$ cat src/rtl/alu_exec.sv
// alu_exec: single-request ALU with valid/ready handshakes and a
// serial (one bit per cycle) shifter.
//
// Parameters:
//   WIDTH      operand/result width (8, 16, 32 or 64)
// Ports:
//   clk, rst_n           clock, asynchronous active-low reset
//   in_valid, in_ready   request handshake
//   alu_op, op_a, op_b   operation code and operands
//   out_valid, out_ready result handshake
//   result, zero, err    result, zero flag, illegal-op flag
// Build option:
//   ALU_EXEC_SHIFT_EN    enables SLL/SRL/SRA and the SHIFT state;
//                        without it those codes report err.
module alu_exec #(
    parameter int WIDTH = 32
) (
    input  logic             clk,
    input  logic             rst_n,
    input  logic             in_valid,
    output logic             in_ready,
    input  logic [3:0]       alu_op,
    input  logic [WIDTH-1:0] op_a,
    input  logic [WIDTH-1:0] op_b,
    output logic             out_valid,
    input  logic             out_ready,
    output logic [WIDTH-1:0] result,
    output logic             zero,
    output logic             err
);

`ifdef ALU_EXEC_SHIFT_EN
    localparam int SW = $clog2(WIDTH);

    typedef enum logic [1:0] {
        IDLE  = 2'd0,
        SHIFT = 2'd1,
        DONE  = 2'd2
    } state_t;
`else
    typedef enum logic [1:0] {
        IDLE  = 2'd0,
        DONE  = 2'd2
    } state_t;
`endif

    state_t           r_state;
    state_t           w_state_nxt;
    logic [WIDTH-1:0] r_result;
    logic             r_err;

    logic             w_is_and;
    logic             w_is_or;
    logic             w_is_add;
    logic             w_is_sub;
    logic [WIDTH-1:0] w_imm_res;
    logic             w_imm_err;
    logic             w_go_shift;

`ifdef ALU_EXEC_SHIFT_EN
    logic [SW-1:0]    r_cnt;
    logic [1:0]       r_sh_op;
    logic             w_is_sh;
    logic [SW-1:0]    w_shamt;
    logic [WIDTH-1:0] w_shifted;
`endif

    assign w_is_and = (alu_op == 4'b0000);
    assign w_is_or  = (alu_op == 4'b0001);
    assign w_is_add = (alu_op == 4'b0010);
    assign w_is_sub = (alu_op == 4'b0110);

`ifdef ALU_EXEC_SHIFT_EN
    assign w_is_sh  = (alu_op == 4'b0011) ||
                      (alu_op == 4'b0100) ||
                      (alu_op == 4'b0101);
    assign w_shamt  = op_b[SW-1:0];
    // A zero-length shift completes like an ordinary one-cycle op.
    assign w_go_shift = w_is_sh && (w_shamt != '0);

    // r_sh_op keeps alu_op[1:0]: 11 SLL, 00 SRL, 01 SRA.
    always_comb begin
        w_shifted = r_result;
        unique case (r_sh_op)
            2'b11:   w_shifted = {r_result[WIDTH-2:0], 1'b0};
            2'b01:   w_shifted = {r_result[WIDTH-1],
                                  r_result[WIDTH-1:1]};
            default: w_shifted = {1'b0, r_result[WIDTH-1:1]};
        endcase
    end
`else
    assign w_go_shift = 1'b0;
`endif

    // One-cycle result; shifts seed the accumulator with op_a.
    always_comb begin
        w_imm_res = '0;
        w_imm_err = 1'b0;
        unique case (1'b1)
            w_is_and: w_imm_res = op_a & op_b;
            w_is_or:  w_imm_res = op_a | op_b;
            w_is_add: w_imm_res = op_a + op_b;
            w_is_sub: w_imm_res = op_a - op_b;
`ifdef ALU_EXEC_SHIFT_EN
            w_is_sh:  w_imm_res = op_a;
`endif
            default:  w_imm_err = 1'b1;
        endcase
    end

    always_ff @(posedge clk or negedge rst_n) begin
        if (!rst_n) begin
            r_state <= IDLE;
        end else begin
            r_state <= w_state_nxt;
        end
    end

    always_comb begin
        w_state_nxt = r_state;
        case (r_state)
            IDLE: begin
                if (in_valid) begin
`ifdef ALU_EXEC_SHIFT_EN
                    w_state_nxt = w_go_shift ? SHIFT : DONE;
`else
                    w_state_nxt = DONE;
`endif
                end
            end
`ifdef ALU_EXEC_SHIFT_EN
            // Counter at zero means all n shifts are done; the
            // extra cycle here gives the n+1 latency.
            SHIFT: begin
                if (r_cnt == '0) begin
                    w_state_nxt = DONE;
                end
            end
`endif
            DONE: begin
                if (out_ready) begin
                    w_state_nxt = IDLE;
                end
            end
            default: w_state_nxt = IDLE;
        endcase
    end

    always_ff @(posedge clk or negedge rst_n) begin
        if (!rst_n) begin
            r_result <= '0;
            r_err    <= 1'b0;
`ifdef ALU_EXEC_SHIFT_EN
            r_cnt    <= '0;
            r_sh_op  <= 2'b00;
`endif
        end else begin
            case (r_state)
                IDLE: begin
                    if (in_valid) begin
                        r_result <= w_imm_res;
                        r_err    <= w_imm_err;
`ifdef ALU_EXEC_SHIFT_EN
                        r_cnt    <= w_go_shift ? w_shamt : '0;
                        r_sh_op  <= alu_op[1:0];
`endif
                    end
                end
`ifdef ALU_EXEC_SHIFT_EN
                SHIFT: begin
                    if (r_cnt != '0) begin
                        r_result <= w_shifted;
                        r_cnt    <= r_cnt - 1'b1;
                    end
                end
`endif
                DONE: begin
                    if (out_ready) begin
                        r_result <= '0;
                        r_err    <= 1'b0;
                    end
                end
                default: begin
                    r_result <= '0;
                    r_err    <= 1'b0;
                end
            endcase
        end
    end

    assign in_ready  = (r_state == IDLE);
    assign out_valid = (r_state == DONE);
    assign result    = out_valid ? r_result : '0;
    assign err       = out_valid & r_err;
    assign zero      = out_valid & ~r_err & (r_result == '0);

endmodule

$ cat config.mk
export PLATFORM = sky130hd
export DESIGN_NAME = alu_exec
export DESIGN_NICKNAME = d
export VERILOG_FILES = /design/src/rtl/alu_exec.sv
export SDC_FILE = /design/constraint.sdc
export NUM_CORES = 1
export LEC_CHECK = 0
export BUFFER_PORTS_ARGS = -buffer_cell sky130_fd_sc_hd__buf_2
export CAP_MARGIN = 15
export CORE_MARGIN = 8
export CORE_UTILIZATION = 59
export DETAILED_ROUTE_END_ITERATION = 7
export PLACE_DENSITY = 0.85
export SKIP_LAST_GASP = 1
export SYNTH_ARGS = -nofsm -noshare
export SYNTH_HDL_FRONTEND = slang
export SYNTH_SLANG_ARGS = --single-unit
$ cat constraint.sdc
create_clock -name clk -period 3.6 [get_ports clk]
set_input_delay 0.54 -clock clk [delete_from_list [all_inputs] [get_ports clk]]
set_output_delay 0.54 -clock clk [all_outputs]
set_load 0.01 [all_outputs]
Yosys cells after proc, flatten, opt, wreduce, memory -nomap -nowiden
Index checks and enable logic that the tools add are counted.
Word-level totals
  register bits: 35
  latch bits: 0
  RAM bits: 0
  memory bits (read-only): 0
  input port bits: 72
  output and inout port bits: 36
  word-level logic and storage cells: 34
  memories kept: 0
Operators by class
  add/subtract/negate cells: 2
  multiply operators: 0
  div/mod/pow operators: 0
  magnitude comparators: 0
  equal/unequal tests: 6
  shift operators: 0
  multiplexer cells: 12
  bitwise gates (word level): 6
  reduce and logical (&&, ||, !) cells: 5
Operators with widths (count)
  $pmux 32 s4: 1
  $mux 32: 3
  $pmux 32 s2: 1
  $add 32x32->32: 1
  $and 32x32->32: 1
  $logic_not 32->1: 1
  $or 32x32->32: 1
  $sub 32x32->32: 1
  $eq 4x1->1 const B: 1
  $eq 4x2->1 const B: 1
  $eq 4x3->1 const B: 1
  $logic_not 4->1: 1
  $mux 2: 2
  $pmux 2 s2: 1
  $reduce_or 4->1: 1
  $and 1x1->1: 3
  $mux 1: 3
  $eq 2x2->1 const B: 1
  $logic_not 2->1: 1
  $ne 2x1->1 const B: 1
  $ne 2x2->1 const B: 1
  $pmux 1 s2: 1
  $reduce_and 2->1: 1
  $not 1->1: 1

Depth between registers and ports, before layout
  depth in word-level cells: 5
  mapped depth: 17
  mapped depth without buffers: 17

Worst setup path after synthesis
OpenSTA, ideal clock, no wires.
  path kind: input to register
  from: in alu_op[0]
  to: reg r_result[26]
  arrival time: 3817 ps
  setup slack: -350 ps
  stages: 16
  path through: clkbuf_1 > nor3b_1 > nand2_1 > clkbuf_1 > nand2_1 > o21ai_0 > fa_1 > nor2b_1 > o31ai_1 > a21oi_1 > a21oi_1 > o311ai_1 > a21oi_1 > o21bai_1 > xnor2_1 > o21ai_0
On the way
  word-level cells in the longest chain between the ends: 4
Ends and longest elaborated chain
  start, declared: line 22  | input logic [3:0] alu_op,
  $eq 4x3->1 (tied with other cells): line 71  | assign w_is_sub = (alu_op == 4'b0110);
  $pmux 32 s4 (*): line 99  | unique case (1'b1)
  $mux 32 (*): line 160  | if (in_valid) begin
  $pmux 32 s2 (*): line 158  | case (r_state)
  end signal, assigned: line 161  | r_result <= w_imm_res;
  end, declared: line 49  | logic [WIDTH-1:0] r_result;
Every way passes the cells marked *; elsewhere a longest branch is shown, timed or not. The select of a mux whose other input is x is not followed.
A chain may end at the register's enable or synchronous reset.

Worst setup path in the final report
  from: in op_b[14]
  to: reg r_result[29]
On the way
  word-level cells in the longest chain between the ends: 4
Ends and longest elaborated chain
  start, declared: line 24  | input logic [WIDTH-1:0] op_b,
  $sub 32x32->32 / $add 32x32->32 (equally long branches): line 103, 102
  $pmux 32 s4 (*): line 99
  $mux 32 (*): line 160
  $pmux 32 s2 (*): line 158
Marks and branches as above.

==> flow_summary.ini <==
[run_status]
outcome = complete, but fails checks
violations = setup timing

[routing]
vias = 5613
routed_via_density = 6.904
post-route-drc-count = 0
ant_nets = 0
wl_um = 18670
wl_per_cell_um = 22.96
drtPass1Iterations = 8
drt_iter0_drc = 817

[timing]
finalSetupViolations = 13
tightest_slew_ns = 0.9682
drv_slew = 0
worst_slack_ns = -0.5237
fin_crit_sh = 1.145
max_freq_mhz = 242.5
rsz0062_at_grt = true
hold_slack_ns = 0.3391
hold_violations = 0
fin_skew_ns = 0.003815
finalCriticalPeriod_ns = 4.124
relSlewSlack = 0.3545

[finish]
n_antenna_cell = 0
layout-drive-gt1-share = 0.3683
layout_common_cells = 105 x buf_2, 99 x buf_4, 45 x o21ai_0
n_fill_cell = 411
final_cell_count_no_fill = 813
multi_input_area_um2 = 3538
final_cell_area_um2 = 5973
final_common_cell = buf_2
nets = 820
area_growth_syn_to_layout_pct = 41.37
register_area_um2 = 850.8

[placed_design]
place_area_um2 = 5534
numPortBuffers = 107
placedCellCount = 793
dpl.hpwl_um = 11790
pre_cts_slack_ns = -0.5333
place_congestion = 0.9520

[run]
maxCapViolCount = 0

[power_and_ir_drop]
p_leak_nw = 2.828
irDropWorstVdd_uv = 214.4
powerDensity_nw_per_um2 = 294.4
fin_total_pwr_w = 0.001759

[synthesis]
syn_area_um2 = 4225
synthCells = 522
yosysWarnings = 0
yosysUniqueCellTypes = 54
yosysSeqAreaShare = 0.2014
async_flop_share = 1.000
ys_seq_elements = 34
synth_enable_flop_cells = 0
synthesis.nets = 629
ys.flop_type = dfrtp_1
syn_avg_cell_area_um2 = 8.094

[cts]
htreeDepth = 2
tritoncts = yes
cts_max_path_buffers = 2
clk_latency_ns = 0.30
cts_hold_buf = 0
clkSinkCount = 34
cts.clk_slew.worst_paths_ns = 0.08
numCtsBuffers = 5
cts_root_buf = clkbuf_8

[critical_path]
worst-path-max-fanout = 6
crit_slowest_cell = or4_4
crit_path_start = op_b[14]
cpLargestDelayFamily = simple AND/OR/NAND/NOR gates
rrSetupSlack_ns = 1.31
start_kind = primary input
slowest_delay_ns = 0.53
cp_cell_sequence = buf_6 > or4_4 > or4_4 > nor2_4 > nand2b_2 > o21ai_2 > xor2_1 > ha_2 > and4_1 > nand3_1 > a311oi_1 > o21ai_1 > and2_1 > o21ai_0 > xnor2_1 > o21ai_0
r2r-end = r_result[12]
cp.required_ns = 3.75
r2r_cells = 5
r2r_start = r_state[1]
critPathCaptureType = flop
crit_buf_inv = 1
arrival_ns = 4.28
crit_type = primary input to flop

[global_route]
first_global_vias = 5444
gr-total-overflow = 0
grt_util_all_layers = 0.3476
grt_max_degree = 39
antenna_found_initial = 0
grt_pass1_wl_um = 27380

[floorplanning]
die_x_um = 100.6
io_pins = 108
placementRows = 31
die_area_um2 = 10130
die_y_um = 100.6
initial_core_util = 0.5953
core_um2 = 7098

[worst_hold_path]
hold_path.class = primary input to async pin
[registers in the layout, summed over array words and instances (netlist names)]
register and cells:
r_state 1, r_err 1, r_result 32
[worst max-delay path by stage]
| stage | endpoint | slack, ns | depth (start not counted) |
|---|---|---|---|
| after CTS | r_result[30] | -0.18 | 18 |
| after floorplan | r_result[30] | -0.1 | 16 |
| after detailed placement | r_result[30] | -0.53 | 17 |
| after global placement | r_result[30] | -0.38 | 17 |
| final | r_result[29] | -0.52 | 16 |
| after global routing | r_result[29] | -0.57 | 16 |
[cell usage after synthesis, types with 3 or more instances]
cell	count	area share
a22oi_1	31	0.055
o31ai_1	8	0.014
nand2b_1	4	0.0059
maj3_1	31	0.073
nand4_1	6	0.0089
nor2_1	28	0.025
o21bai_1	4	0.0071
a31oi_1	3	0.0044
clkbuf_1	21	0.019
nand3_1	4	0.0047
buf_1	3	0.0027
o41ai_1	4	0.0083
nand2_1	35	0.031
and3_1	3	0.0044
nor2b_1	4	0.0059
or4_4	3	0.0080
o21ai_0	56	0.066
dfrtp_1	34	0.20
a21oi_1	33	0.039
xor2_1	33	0.068
a21o_1	11	0.020
nor3_1	3	0.0036
nor4_1	10	0.015
xnor2_1	24	0.050
ha_1	34	0.10
or3_1	3	0.0044
o2bb2ai_1	3	0.0062
and2_1	41	0.061
o21a_1	4	0.0071
inv_1	10	0.0089
[per-layer routing]
layer / wire length (um) / track usage / vias to the layer above
met4: 1782 / 0.2419 / 0
met3: 2312 / 0.09738 / 198
met1: 6261 / 0.3846 / 2532
li1: - / - / 2318
met5: 0 / 0 / -
met2: 8308 / 0.5650 / 565
[cell type report]
cell class | instances | area share
Multi-Input combinational cell | 454 | 0.5924
Timing Repair Buffer | 208 | 0.2199
Sequential cell | 34 | 0.1424
Tap cell | 99 | 0.02074
Clock buffer | 5 | 0.01152
Clock inverter | 3 | 0.006703
Inverter | 10 | 0.006284
[cells by family (layout without fill, tap and decap cells)]
kind of cell,count (synthesis),in the layout,synth area share
buffers and inverters,34,226,0.03021
and+or+nand+nor,155,155,0.1996
xor gates and xnor gates,57,57,0.1182
adders and majority gates,66,66,0.1789
AOI/OAI and AO/OA,174,174,0.2671
muxes,2,2,0.004738
DFF,34,34,0.2014
[power by group]
group	switching [W]	internal, W	total (W)
Clock	0.000167	0.000204	0.000371
Combinational	0.000532	0.000423	0.000955
Sequential	0.0000254	0.000407	0.000432
[through the flow]
stage / setup TNS (ns) / utilization
6_report: -3.758 / 0.8415
5_1_grt: -4.471 / 0.8415
4_1_cts: -1.013 / 0.8165
3_5_place_dp: -4.320 / 0.7797
3_3_place_gp: -2.784 / 0.7797
2_1_floorplan: -0.2087 / -
[what timing repair did]
action | CTS | global route
endpoints found under the hold margin | 0 | 0
setup endpoints to repair | 8 | 14
pin swaps | 17 | 14
resized for setup | 21 | 29
setup buffers | 6 | 6
Note: power is estimated with default switching activity, not from simulation.
